File: config.mk
export PLATFORM = sky130hd
export DESIGN_NAME = nibble_serial_add_arbiter
export DESIGN_NICKNAME = d
export VERILOG_FILES = /design/src/rtl/nibble_serial_add_arbiter.sv
export SDC_FILE = /design/constraint.sdc
export NUM_CORES = 1
export LEC_CHECK = 0
export BUFFER_PORTS_ARGS = -buffer_cell sky130_fd_sc_hd__clkbuf_2
export CAP_MARGIN = 10
export CORE_MARGIN = 4
export CORE_UTILIZATION = 48
export CTS_BUF_LIST = sky130_fd_sc_hd__clkbuf_4 sky130_fd_sc_hd__clkbuf_8
export CTS_CLUSTER_DIAMETER = 40
export DETAILED_ROUTE_END_ITERATION = 16
export GPL_TIMING_DRIVEN = 0
export PLACE_DENSITY = 0.77
export SLEW_MARGIN = 30
export SYNTH_ARGS = -nofsm -noshare
export SYNTH_HDL_FRONTEND = slang
export SYNTH_SLANG_ARGS = --single-unit
File: constraint.sdc
create_clock -name clk -period 1.9 [get_ports clk]
set_input_delay 0 -clock clk [delete_from_list [all_inputs] [get_ports clk]]
set_output_delay 0 -clock clk [all_outputs]
set_load 0.02 [all_outputs]
File: src/rtl/nibble_serial_add_arbiter.sv
// Two-requester round-robin front end for a single 4-bit adder slice. Each accepted
// operation is summed one nibble per cycle, LSB first, then held until the consumer takes it.
module nibble_serial_add_arbiter #(
    parameter int WIDTH = 16
) (
    input  logic             clk,
    input  logic             rst_n,
    input  logic             req0_valid,
    output logic             req0_ready,
    input  logic [WIDTH-1:0] req0_a,
    input  logic [WIDTH-1:0] req0_b,
    input  logic             req0_cin,
    input  logic             req1_valid,
    output logic             req1_ready,
    input  logic [WIDTH-1:0] req1_a,
    input  logic [WIDTH-1:0] req1_b,
    input  logic             req1_cin,
    output logic             rsp_valid,
    input  logic             rsp_ready,
    output logic             rsp_id,
    output logic [WIDTH-1:0] rsp_sum,
    output logic             rsp_cout,
    output logic             busy
);
    localparam int NNIB = WIDTH / 4;
    localparam int NIBW = (NNIB > 1) ? $clog2(NNIB) : 1;

    typedef enum logic [1:0] {IDLE, CALC, RESP} state_t;

    state_t            state;
    logic              prio;
    logic              carry;
    logic [NIBW-1:0]   nib;
    logic [WIDTH-1:0]  a_sh;
    logic [WIDTH-1:0]  b_sh;
    logic              grant0;
    logic              grant1;
    logic [4:0]        nsum;
    logic [WIDTH+3:0]  sum_ins;

    always_comb begin
        grant0 = req0_valid & (~req1_valid | ~prio);
        grant1 = req1_valid & (~req0_valid | prio);
    end

    // Ready is masked by rst_n so nothing is offered while reset is held.
    assign req0_ready = rst_n & (state == IDLE) & grant0;
    assign req1_ready = rst_n & (state == IDLE) & grant1;
    assign rsp_valid  = (state == RESP);
    assign busy       = (state != IDLE);

    // Operands shift right one nibble per step; sum nibbles shift in from the top,
    // so after NNIB steps the first nibble has landed in bits [3:0].
    always_comb begin
        nsum    = {1'b0, a_sh[3:0]} + {1'b0, b_sh[3:0]} + {4'b0000, carry};
        sum_ins = {nsum[3:0], rsp_sum};
    end

    always_ff @(posedge clk or negedge rst_n) begin
        if (!rst_n) begin
            state    <= IDLE;
            prio     <= 1'b0;
            carry    <= 1'b0;
            nib      <= '0;
            a_sh     <= '0;
            b_sh     <= '0;
            rsp_id   <= 1'b0;
            rsp_sum  <= '0;
            rsp_cout <= 1'b0;
        end else begin
            case (state)
                IDLE: begin
                    if (req0_ready | req1_ready) begin
                        a_sh   <= req1_ready ? req1_a   : req0_a;
                        b_sh   <= req1_ready ? req1_b   : req0_b;
                        carry  <= req1_ready ? req1_cin : req0_cin;
                        rsp_id <= req1_ready;
                        prio   <= ~req1_ready;
                        nib    <= '0;
                        state  <= CALC;
                    end
                end
                CALC: begin
                    a_sh    <= a_sh >> 4;
                    b_sh    <= b_sh >> 4;
                    carry   <= nsum[4];
                    rsp_sum <= sum_ins[WIDTH+3:4];
                    nib     <= nib + 1'b1;
                    if (nib == NIBW'(NNIB - 1)) begin
                        rsp_cout <= nsum[4];
                        state    <= RESP;
                    end
                end
                RESP: begin
                    if (rsp_ready)
                        state <= IDLE;
                end
                default: state <= IDLE;
            endcase
        end
    end
endmodule

# ---- After elaboration in Yosys (flattened, before gate mapping)
# Index checks and enable logic that the tools add are counted.
dict set report totals {
  register_bits 56
}
dict set report op_classes {
  bitwise 12
  n_addsub 3
  muxes 15
  eq_ne 6
  n_reduce_logical 7
}
# operator count
set ops {}
lappend ops {{16-bit two-way mux} 4}
lappend ops {{16-bit case mux with 2 select lines} 2}
lappend ops {{2-bit two-way mux} 4}
lappend ops {{2-bit case mux with 3 select lines} 1}
lappend ops {{2-bit AND reduction} 3}
lappend ops {{4-bit by 4-bit adder with 5-bit output} 1}
lappend ops {{5-bit by 1-bit adder with 5-bit output} 1}
lappend ops {{1-bit bitwise AND} 5}
lappend ops {{2-bit equality test (second input constant)} 2}
lappend ops {{2-bit by 1-bit != test with 1-bit output (second input constant)} 2}
lappend ops {{1-bit NOT} 4}
lappend ops {{2-bit case mux with 2 select lines} 1}
lappend ops {{2-bit nonzero test} 2}
lappend ops {{1-bit bitwise OR} 3}
lappend ops {{3-bit AND reduction} 1}
lappend ops {{2-bit by 1-bit adder with 2-bit output (second input constant)} 1}
lappend ops {{2-bit by 1-bit equality test with 1-bit output (second input constant)} 1}
lappend ops {{2-bit zero test} 1}
lappend ops {{1-bit two-way mux} 2}
lappend ops {{2-bit != test (second input constant)} 1}
lappend ops {{1-bit case mux with 2 select lines} 1}

# ---- Depth between registers and ports, before layout
dict set report logic_depth {
  depth_word 7
  mapped_depth 7
}

# ---- Worst setup path after synthesis
# Ideal clock, no wire load.
dict set report synth_path {
  path_kind {flip-flop to flip-flop}
  from {register carry}
  to {register carry}
  stages_incl_launch_ff 8
  required_ps 1774
  arrival_ps 1577
  path_buffers 0
  setup_ps 126
  synth_period_minus_slack_ps 1703
  path_slack_ps 197
  path_cell_list {dfrtp_1 fa_1 inv_1 fa_1 nor2b_1 o21ai_0 nand2b_1 a221o_1}
}
dict set report synth_via {
  elab_chain_cells 2
}
# element line
set synth_rtl {}
lappend synth_rtl {{from (decl)} 32} ;# logic carry;
lappend synth_rtl {{from (signal assigned)} 76} ;# carry <= req1_ready ? req1_cin : req0_cin;
lappend synth_rtl {{from (signal assigned)} 86} ;# carry <= nsum[4];
lappend synth_rtl {{5-bit by 1-bit adder with 5-bit output} 55} ;# nsum = {1'b0, a_sh[3:0]} + {1'b0, b_sh[3:0]} + {4'b0000, carry};
lappend synth_rtl {{1-bit case mux with 2 select lines} 71} ;# case (state)
# Every way passes these cells.
# A chain may end at the register's enable or synchronous reset.

# ---- Final worst setup path
dict set report layout_path {
  from {register state[0]}
  to {output port busy}
}
dict set report layout_via {
  elab_chain_cells 1
}
# element line
set layout_rtl {}
lappend layout_rtl {{from (decl)} 30} ;# state_t state;
lappend layout_rtl {{from (signal assigned)} 61} ;# state <= IDLE;
lappend layout_rtl {{from (signal assigned)} 80} ;# state <= CALC;
lappend layout_rtl {{from (signal assigned)} 91} ;# state <= RESP;
lappend layout_rtl {{2-bit nonzero test} 50} ;# assign busy = (state != IDLE);
lappend layout_rtl {{to (decl)} 23} ;# output logic busy
# Every way passes these cells.

==> results.toml <==
[global_routing]
first_global_vias = 3082
antenna_found_initial = 0
grt_max_degree = 31
grt_usage_pct = 26.7
grt.overflow.total = 0
grt_pass1_wl_um = 15000

[status]
status = "complete, no violations"

[layout]
mostFrequentLayoutCell = "clkbuf_2"
final_core_util_pct = 76.4
final_cell_mix = "clkbuf_2 (91), nand2_1 (79), dlygate4sd3_1 (64), dfrtp_1 (55)"
finalInstanceArea_sq_mm = 0.00423
area_growth_pct = 53.2
final_layout_size_suffix_gt1_share_pct = 28.6
fillerInstances = 378
multi_input_area_sq_mm = 0.00120
regArea_sq_mm = 0.00140
nets = 548

[route]
wl_met3_um = 750
viasPerCell = 5.57
wl_met1_um = 3490
drt_iter0_markers = 184
top_layer_used = "met4"
vias = 3038
postRouteAntennaNets = 0
dr_wl_met2_um = 4590
drc = 0
wl_um = 9160
drtPass1Iterations = 6
wl_per_cell_um = 16.8

[cts]
htree_num_levels = 2
cts-root-buf = "clkbuf_8"
clkTransAtPathRegs_ns = 0.10
cts.sinks = 56
cts_buffers = 5
cts_tree = "done"
clk_latency_ns = 0.31
ctsLongestPathBuffers = 2

[setup_path]
required_ns = 1.90
crit_path_end_kind = "primary output"
critPathKind = "reg -> out"
crit_fanout = 10
worstSetupStartpointType = "register"
crit_arrival_ns = 1.82

[synthesis]
avgSynthCellArea_sq_um = 9.24
ys_types = 31
yosysTopAreaCell = "dfrtp_1"
ys_ff_latch = 56
ys_warn_count = 0
synth_nets = 376
synth_ff_type = "dfrtp_1"
yosys-top-cells-area = "dfrtp_1 (51%), nand2_1 (11%), a22oi_1 (6.5%), nand4_1 (5.4%), nand3_1 (4.3%)"
yosysTopAreaCellShare_pct = 50.7
async_flop_share_pct = 100
synth_cells = 299
syn_area_sq_mm = 0.00276
synth_edf_count = 0
yosysSeqAreaShare_pct = 50.7

[timing]
skew_ns = 0.00753
period_share_pct = 95.9
maxSlewHeadroom_pct = 66.7
setup_violations = 0
holdWs_ns = 0.0139
hold_viol = 0
worstMarginPinSlew_ns = 0.499
finalCriticalPeriod_ns = 1.82
rsz0062_at_grt = "true"
drv_slew = 0
fmax_mhz = 549
layout_setup_ws_ns = 0.0773

[place]
pre_cts_slack_ns = 0.0596
gp_congestion = 0.844
portBuffers = 92
place_area_sq_mm = 0.00334
place_hpwl_um = 5550

[floorplanning]
dieArea_sq_mm = 0.00703
fp.dieW_um = 83.9
dieHeight_um = 83.9
std_cell_rows = 27
core_area_sq_mm = 0.00554
initial_core_util_pct = 49.9
io_pins = 93

[power_and_ir_drop]
powerDensity_mw_per_mm2 = 1310
p_total_mw = 5.56
vdd_ir_drop_max_mv = 0.676
cellLeakagePower_nw = 2.11

[min_path]
hold_path.class = "in -> async"

[job]
cap_violations = 0
## layout make-up
cell class	instances	share of cell area [%]
multi-input cells	211	28.4
diodes	1	0.0591
clock buffers	6	1.80
well taps	72	2.13
plain buffers	23	3.08
flip-flops and latches	56	33.1
inverters	9	0.857
repair buffers	165	29.7
clock inverters	2	0.828
## logic make-up (layout without fill, tap and decap cells)
| group | Yosys count | in the layout | share of synthesized area (%) |
|---|---|---|---|
| and+or+nand+nor | 140 | 140 | 24.4 |
| AOI/OAI and AO/OA | 62 | 62 | 14.5 |
| DFF | 56 | 56 | 50.7 |
| buffers and inverters | 32 | 205 | 6.02 |
| adders and majority gates | 6 | 6 | 3.26 |
| muxes | 2 | 2 | 0.770 |
| xor gates and xnor gates | 1 | 1 | 0.317 |
| other | 0 | 1 | 0 |
## where the power goes
| group | leakage (nW) | switching (mW) | internal, mW | total [mW] |
|---|---|---|---|---|
| sequential | 0.720 | 0.355 | 1.69 | 2.05 |
| clock | 0.0586 | 0.381 | 0.406 | 0.787 |
| combinational | 1.33 | 1.66 | 1.07 | 2.73 |
## stage by stage
stage                     cells  setup TNS (ns)
after floorplan             299               0
after global placement      463          -14.91
after detailed placement    464               0
after CTS                   542               0
after global routing        544         -0.0186
final                       545               0
## cells in the mapped netlist, types with 3 or more instances
master,number
a21oi_1,17
nand2b_1,4
ha_1,4
nor2_1,4
nand3_1,24
nand4_1,24
inv_1,7
nand2_1,79
buf_6,3
o21ai_0,14
clkbuf_1,6
buf_2,11
dfrtp_1,56
a22oi_1,24
## worst paths after layout
kind,slack (ns),to,cells past startpoint,start
max in group asynchronous,1.14,state[1],7,rst_n
hold reg to reg,0.49,rsp_sum[3],2,rsp_sum[3]
min in group clk,0.02,a_sh[15],3,req1_a[15]
hold / removal,0.01,b_sh[13],6,rst_n
setup / recovery,0.08,busy,5,state[0]
setup reg to reg,0.14,carry,7,carry
## state kept, by name, indices dropped and copies added, names as in the netlist
signal,cells
a_sh,16
b_sh,16
carry,1
nib,2
prio,1
rsp_cout,1
rsp_id,1
rsp_sum,16
state,2
## worst max-delay path, stage by stage (launching register included)
cell	delay (ns)
dfrtp_1	0.39
buf_6	0.14
nor2_2	0.29
clkbuf_1	0.40
inv_1	0.12
clkbuf_2	0.18
## layer usage
metal / vias up / global-route usage (%)
met2: 179 / 45.4
met1: 1434 / 32.6
met4: 0 / 10.2
li1: 1393 / -
met5: - / 0
met3: 32 / 6.52
## timing repair
| action | 4_1_cts | 5_1_grt |
|---|---|---|
| setup buffers | 0 | 2 |
| hold buffers | 70 | 0 |
| endpoints found under the setup margin | 0 | 4 |
| gates resized for setup | 0 | 4 |
| endpoints found under the hold margin | 89 | 0 |
No activity file was read; power rests on OpenSTA's default activity.
